**src/rtl/ascii_dec_tx.sv**
```systemverilog
// Prints one unsigned FIFO word as decimal characters over a UART transmitter.
// The binary-to-BCD conversion is sequential double-dabble: one input bit per cycle.
module ascii_dec_tx #(
    parameter int         DATA_W      = 8,
    parameter int         NDIG        = 3,
    parameter bit         ASCII_EN    = 1'b1,
    parameter bit         LZ_SUPPRESS = 1'b1,
    parameter bit         TERM_EN     = 1'b1,
    parameter logic [7:0] TERM_CHAR   = 8'h0A
) (
    input  logic              clk,
    input  logic              reset,
    input  logic              rx_empty,
    input  logic [DATA_W-1:0] value,
    input  logic              tx_done_tick,
    output logic [7:0]        d_in,
    output logic              tx_start,
    output logic              rd,
    output logic              busy,
    output logic [2:0]        dbg_state
);

    localparam int IDX_W = (NDIG > 1) ? $clog2(NDIG) : 1;
    localparam int CNT_W = $clog2(DATA_W + 1);
    localparam int BCD_W = 4 * NDIG;

    // Handshakes: a word is available while rx_empty=0 and is consumed by a
    // one-cycle rd pulse; each byte is offered by a one-cycle tx_start with d_in
    // held until the transmitter answers with a rising tx_done_tick.
    typedef enum logic [2:0] {
        IDLE  = 3'd0,
        CONV  = 3'd1,
        SEND  = 3'd2,
        WAIT  = 3'd3,
        TERM  = 3'd4,
        TWAIT = 3'd5,
        POP   = 3'd6
    } state_t;

    state_t state;
    state_t state_next;

    logic [DATA_W-1:0] shreg;
    logic [BCD_W-1:0]  bcd;
    logic [BCD_W-1:0]  bcd_adj;
    logic [BCD_W-1:0]  bcd_step;
    logic [CNT_W-1:0]  cnt;
    logic [IDX_W-1:0]  idx;
    logic [IDX_W-1:0]  idx_dec;
    logic [IDX_W-1:0]  idx_first;
    logic              after_pop;
    logic              tick_d;
    logic              tick_rise;
    logic              conv_last;

    function automatic logic [7:0] to_byte(input logic [3:0] digit);
        return ASCII_EN ? {4'h3, digit} : {4'h0, digit};
    endfunction

    // A completion held high for several cycles counts once: only its rising edge is used.
    assign tick_rise = tx_done_tick & ~tick_d;
    assign conv_last = (cnt == CNT_W'(DATA_W - 1));
    assign idx_dec   = idx - 1'b1;
    assign dbg_state = state;

    always_comb begin
        bcd_adj = bcd;
        for (int i = 0; i < NDIG; i++) begin
            if (bcd[4*i +: 4] >= 4'd5) begin
                bcd_adj[4*i +: 4] = bcd[4*i +: 4] + 4'd3;
            end
        end
        bcd_step = BCD_W'({bcd_adj, shreg[DATA_W-1]});
    end

    // First digit to print, taken from the BCD value produced by the final conversion step.
    always_comb begin
        idx_first = IDX_W'(NDIG - 1);
        if (LZ_SUPPRESS) begin
            idx_first = '0;
            for (int i = 1; i < NDIG; i++) begin
                if (bcd_step[4*i +: 4] != 4'd0) begin
                    idx_first = IDX_W'(i);
                end
            end
        end
    end

    always_ff @(posedge clk) begin
        if (reset) begin
            state <= IDLE;
        end else begin
            state <= state_next;
        end
    end

    always_comb begin
        state_next = state;
        tx_start   = 1'b0;
        rd         = 1'b0;
        busy       = 1'b1;
        case (state)
            IDLE: begin
                busy = 1'b0;
                if (!rx_empty && !after_pop) begin
                    state_next = CONV;
                end
            end
            CONV: begin
                if (conv_last) begin
                    state_next = SEND;
                end
            end
            SEND: begin
                tx_start   = 1'b1;
                state_next = WAIT;
            end
            WAIT: begin
                if (tick_rise) begin
                    if (idx != '0) begin
                        state_next = SEND;
                    end else if (TERM_EN) begin
                        state_next = TERM;
                    end else begin
                        state_next = POP;
                    end
                end
            end
            TERM: begin
                tx_start   = 1'b1;
                state_next = TWAIT;
            end
            TWAIT: begin
                if (tick_rise) begin
                    state_next = POP;
                end
            end
            POP: begin
                rd         = 1'b1;
                state_next = IDLE;
            end
            default: begin
                state_next = IDLE;
            end
        endcase
    end

    always_ff @(posedge clk) begin
        if (reset) begin
            shreg     <= '0;
            bcd       <= '0;
            cnt       <= '0;
            idx       <= '0;
            d_in      <= 8'h00;
            after_pop <= 1'b0;
            tick_d    <= 1'b0;
        end else begin
            tick_d    <= tx_done_tick;
            after_pop <= (state == POP);
            case (state)
                IDLE: begin
                    if (state_next == CONV) begin
                        shreg <= value;
                        bcd   <= '0;
                        cnt   <= '0;
                    end
                end
                CONV: begin
                    bcd   <= bcd_step;
                    shreg <= shreg << 1;
                    cnt   <= cnt + 1'b1;
                    if (conv_last) begin
                        idx  <= idx_first;
                        d_in <= to_byte(bcd_step[{idx_first, 2'b00} +: 4]);
                    end
                end
                WAIT: begin
                    if (tick_rise) begin
                        if (idx != '0) begin
                            idx  <= idx_dec;
                            d_in <= to_byte(bcd[{idx_dec, 2'b00} +: 4]);
                        end else if (TERM_EN) begin
                            d_in <= TERM_CHAR;
                        end
                    end
                end
                default: begin
                end
            endcase
        end
    end

endmodule

```
**config.mk**
```make
export PLATFORM = sky130hd
export DESIGN_NAME = ascii_dec_tx
export DESIGN_NICKNAME = d
export VERILOG_FILES = /design/src/rtl/ascii_dec_tx.sv
export SDC_FILE = /design/constraint.sdc
export NUM_CORES = 1
export LEC_CHECK = 0
export ABC_AREA = 0
export BUFFER_PORTS_ARGS = -buffer_cell sky130_fd_sc_hd__buf_2
export CAP_MARGIN = 20
export CORE_UTILIZATION = 50
export CTS_BUF_LIST = sky130_fd_sc_hd__clkbuf_4
export CTS_CLUSTER_DIAMETER = 100
export DETAILED_ROUTE_END_ITERATION = 8
export GPL_TIMING_DRIVEN = 0
export PLACE_DENSITY = 0.78
export SYNTH_ARGS = -nofsm -noshare
export SYNTH_HDL_FRONTEND = slang
export SYNTH_SLANG_ARGS = --single-unit
```
**constraint.sdc**
```tcl
create_clock -name clk -period 5.1 [get_ports clk]
set_input_delay 1.02 -clock clk [delete_from_list [all_inputs] [get_ports clk]]
set_output_delay 1.02 -clock clk [all_outputs]
set_load 0.01 [all_outputs]
```
# Word level (Yosys, flattened, before mapping)
# Cells that the tools add are included.
[totals] ff_bits=39 output_inout_bits=14
[op_classes] n_reduce_logical=13 eq_ne=12 n_shift=2 bitwise_logic=2 muxes=28 order_cmp=3 add_sub_neg=5
[op_table] cell="$pmux W8 S2" n=2
[op_table] cell="$mux W8" n=3
[op_table] cell="$pmux W12 S2" n=1
[op_table] cell="$shiftx A12 B5 Y4" n=2
[op_table] cell="$mux W3" n=6
[op_table] cell="$pmux W3 S6" n=1
[op_table] cell="$ge A4 B3 Y1 const B" n=3
[op_table] cell="$mux W12" n=1
[op_table] cell="$mux W4" n=3
[op_table] cell="$eq A3 B3 Y1 const B" n=3
[op_table] cell="$add A4 B2 Y4 const B" n=2
[op_table] cell="$mux W2" n=4
[op_table] cell="$ne A2 B2 Y1 const B" n=4
[op_table] cell="$pmux W4 S2" n=1
[op_table] cell="$reduce_bool A4 Y1" n=2
[op_table] cell="$eq A3 B1 Y1 const B" n=2
[op_table] cell="$eq A3 B2 Y1 const B" n=2
[op_table] cell="$mux W6" n=1
[op_table] cell="$reduce_bool A2 Y1" n=3
[op_table] cell="$add A4 B1 Y4 const B" n=1
[op_table] cell="$eq A4 B3 Y1 const B" n=1
[op_table] cell="$mux W1" n=4
[op_table] cell="$pmux W2 S2" n=1
[op_table] cell="$reduce_and A4 Y1" n=1
[op_table] cell="10 further kinds" n=11

# Longest topological paths before layout
[depth] ltp_word=8 depth_mapped=9 depth_no_buf=8

# Least setup slack after synthesis
# No wires, ideal clock.
[synth_timing] kind="register to register" start="register idx[0]" end="register d_in[3]" period_less_slack_ns=2.055 t_required_ns=4.967 setup_ns=0.133 arrival_ns=1.922 path_stages_with_launch=9 setup_slack_ns=3.045 path_cell_list="dfxtp_1 inv_1 ha_1 clkbuf_1 mux2_2 a221oi_1 nor3_1 o211ai_1 a31oi_1"
[synth_between] elab_chain_len=5
[synth_rtl] item="start: declaration" line="48" source="logic [IDX_W-1:0] idx;"
[synth_rtl] item="start signal: assignment" line="173" source="idx <= idx_first;"
[synth_rtl] item="start signal: assignment" line="180" source="idx <= idx_dec;"
[synth_rtl] item="$sub A2 B1 Y2" line="63" source="assign idx_dec = idx - 1'b1;"
[synth_rtl] item="$shiftx A12 B5 Y4" line="181" source="d_in <= to_byte(bcd[{idx_dec, 2'b00} +: 4]);"
[synth_rtl] item="$mux W6 (*)" line="179" source="if (idx != '0) begin"
[synth_rtl] item="$mux W8 (*)" line="178" source="if (tick_rise) begin"
[synth_rtl] item="$pmux W8 S2 (*)" line="160" source="case (state)"
[synth_rtl] item="end signal: assignment" line="174" source="d_in <= to_byte(bcd_step[{idx_first, 2'b00} +: 4]);"
[synth_rtl] item="end signal: assignment" line="181"
[synth_rtl] item="end: declaration" line="16" source="output logic [7:0] d_in,"
# Mark *: on every way between the ends. The rest lies on a longest branch, timed or not. The select of a mux whose other input is x is not followed.
# A chain may end at the register's enable or synchronous reset.

# Final worst setup path
[layout_timing] start="register state[1], in the netlist dbg_state[1]" end="output tx_start"
[layout_between] elab_chain_len=3
[layout_rtl] item="start: declaration" line="40" source="state_t state;"
[layout_rtl] item="start signal: assignment" line="93" source="state <= state_next;"
[layout_rtl] item="$eq A3 B3 Y1 / $eq A3 B2 Y1 (equally long branches)" line="102" source="case (state)"
[layout_rtl] item="$reduce_or A2 Y1 (no source line) (*)"
[layout_rtl] item="$mux W1 (*)" line="102"
[layout_rtl] item="end: declaration" line="17" source="output logic tx_start,"
# Mark *: on every way between the ends. The rest lies on a longest branch, timed or not.

==> results.py <==
metrics = {
    "status": {
        "status": "finished, final reports clean",
    },
    "floorplan": {
        "fp.dieH_um": 67.8,
        "core_sq_um": 4090,
        "initial_core_util_pct": 53.0,
        "dieArea_sq_um": 4600,
        "die_width_um": 67.8,
        "ios": 26,
        "rows": 23,
    },
    "placed_design": {
        "routabilityCongestion": 0.884,
        "place.port_buffers": 22,
        "place_ws_ns": 2.68,
        "post-dp-hpwl_mm": 3.84,
    },
    "sta": {
        "slew_violations": 0,
        "fin_worst_skew_ns": 0.0146,
        "setup_ws_ns": 2.39,
        "rsz0062_at_grt": "no",
        "relSlewSlack_pct": 58.3,
        "tightest_slew_ns": 0.622,
        "tns_ns": 0,
        "final.period_utilization_pct": 53.0,
        "hold_viol": 0,
        "setup_viol": 0,
        "fin_crit_ns": 2.71,
        "max_freq_mhz": 370,
        "hold_ws_ns": 0.463,
    },
    "drt": {
        "routed_wl_mm": 5.35,
        "drc": 0,
        "wl_per_cell_um": 14.6,
        "vias_per_cell": 5.85,
        "drt-pass1-iter-count": 4,
        "drt_iter0_drc": 291,
        "postRouteAntennaNets": 0,
        "vias": 2140,
    },
    "logic_synthesis": {
        "syn_inst": 285,
        "ys_types": 44,
        "synth_area_leaders": "dfxtp_1, a21oi_1, nor2_1",
        "yosysTopAreaCellShare_pct": 33.3,
        "netlist_area_sq_um": 2170,
        "synthTopCellsByCount": "dfxtp_1, nor2_1, nand2_1",
        "ys_seq_area_share_pct": 33.3,
        "synth_most_common_cell": "dfxtp_1",
        "ys_warn_count": 0,
        "postSynthAreaPerCell_sq_um": 7.60,
        "synth-main-ff-cell": "dfxtp_1",
        "ys_ff_latch": 36,
        "async_flop_share_pct": 0,
        "synth_edf_count": 0,
        "yosysTopAreaCell": "dfxtp_1",
    },
    "layout": {
        "n_antenna_cell": 0,
        "area_growth_pct": 10.7,
        "nNetsFinal": 335,
        "drive_above_1_share_pct": 13.9,
    },
    "critical_path": {
        "crit_family": "buffers and inverters",
        "path_class": "flop to primary output",
        "cp_data_arrival_time_ns": 1.69,
        "r2r-start": "idx[0]$_SDFFE_PP0P_",
        "cp-start-kind": "flop",
        "worst-path-buf-inv": 3,
        "timing.critical_path.cells": "clkbuf_1 -> inv_1 -> nand2_1 -> a21oi_1 -> buf_2",
        "crit_slowest_cell": "dfxtp_1",
        "cp_data_required_time_ns": 4.08,
        "slowest_delay_ns": 0.46,
        "critPathCaptureType": "primary output",
        "cp_max_fo": 10,
        "crit_start": "dbg_state[1]$_SDFF_PP0_",
    },
    "power": {
        "ir_drop_mv": 0.160,
        "power.leakage_nw": 0.947,
        "p_per_area_nw_per_um2": 218,
    },
    "clock_tree": {
        "htreeDepth": 2,
        "cts_buffer_depth": 2,
        "cts-buffers-inserted": 5,
        "ctsResizeCount": 0,
        "cts_tree": "built",
        "clk_latency_ns": 0.37,
        "cts.clk_slew.worst_paths_ns": 0.13,
        "cts-root-buf": "clkbuf_4",
        "cts_setup_buffers": 0,
        "cts_hold_buf": 0,
        "cts.sink_count": 36,
    },
    "min_path": {
        "min_from": "idx[1]$_SDFFE_PP0P_",
        "hold_class": "flop to flop",
    },
    "global_routing": {
        "use_met3_pct": 4.17,
        "antenna_found_initial": 0,
        "top_usage_layer": "met2",
        "met2_usage_pct": 40.3,
        "grt_max_degree": 13,
        "use_met1_pct": 33.2,
        "grt_first_pass_wirelength_mm": 8.67,
        "first_global_vias": 1902,
        "grt_overflow": 0,
        "groute.usage.overall_pct": 25.1,
    },
    "run": {
        "cap_viol_max_count": 0,
    },
}
-- layer usage --
layer	part of all wire, %	routed length [um]
met2	46	2470
met4	2.1	113
met3	7.0	377
met1	45	2390
met5	0	0
-- sequential cells by signal, summed over array words and instances, names as in the netlist --
register	flops
d_in	5
shreg	8
cnt	4
after_pop	1
tick_d	1
bcd	12
idx	2
dbg_state	3
-- cell families after synthesis --
family	count (synthesis)	share of synthesized area (%)
AO/OA/AOI/OAI	76	22.3
XOR/XNOR	4	1.62
adder cells (fa/ha/maj)	8	4.62
buffers and inverters	33	7.62
flip-flops	36	33.3
multiplexers	7	3.35
other	1	0.173
AND/OR/NAND/NOR	120	27.0
-- path summary, 6_finish.rpt --
kind                     endpoint  slack [ns]  cells past startpoint
max reg2reg  d_in[3]$_SDFFE_PP0P_        2.61                      8
max                      tx_start        2.39                      5
min reg2reg   idx[1]$_SDFFE_PP0P_        0.46                      2
min           idx[1]$_SDFFE_PP0P_        0.46                      2
-- worst reg2reg max path: stages (launching register included) --
cell and delay [ns]:
dfxtp_1 0.41, inv_1 0.15, ha_1 0.30, clkbuf_1 0.29
mux2_2 0.39, a221oi_1 0.45, nor3_1 0.09, o211ai_1 0.19
a31oi_1 0.10
-- cell type report --
type                       count  area [sq um]
fill                         395          1690
multi-input combinational    217          1280
sequential                    36           721
buffer                        22           124
timing repair buffer          22           110
tap                           50          62.6
inverter                      11          41.3
clock buffer                   5          37.5
clock inverter                 3          18.8
-- stage by stage --
stage / cell area, sq um / power (W) / cells / utilization [%]
floorplan: 2170 / 0.000346 / 286 / -
global placement: 2340 / 0.000365 / 358 / 57.3
detailed placement: 2340 / 0.000366 / 358 / 57.3
CTS: 2400 / 0.000524 / 366 / 58.7
global route: 2400 / 0.000539 / 366 / 58.7
finish: 2400 / 0.000523 / 366 / 58.7
-- placed cells by master (no fill, tap or decap), types with 2 or more instances in the layout --
cell	Yosys	final
buf_4	3	3
nor2b_1	4	4
clkinv_2	0	2
a221oi_1	3	3
a311oi_1	8	8
a21oi_1	26	26
and2_1	2	2
nand2_1	33	33
dfxtp_1	36	36
nand3b_1	6	6
nand4_1	2	2
inv_1	11	11
a31oi_1	12	12
buf_2	3	25
ha_1	8	8
or3_1	2	2
conb_1	1	2
nor3_1	8	8
xnor2_1	4	4
a2bb2oi_1	2	2
and3_1	2	2
nor2_1	34	34
clkbuf_1	13	13
nand2b_1	7	7
clkbuf_4	0	5
o21ai_0	12	12
mux2_2	2	2
nor3b_1	5	5
nand3_1	11	11
buf_6	2	2
mux2i_1	5	5
a21o_1	2	2
o22ai_1	3	3
-- power breakdown --
part / switching, W / internal, W
registers: 0.00000579 / 0.000290
clock network: 0.000109 / 0.0000529
logic: 0.0000420 / 0.0000234
total: 0.000157 / 0.000366
(Power assumes the default switching activity.)
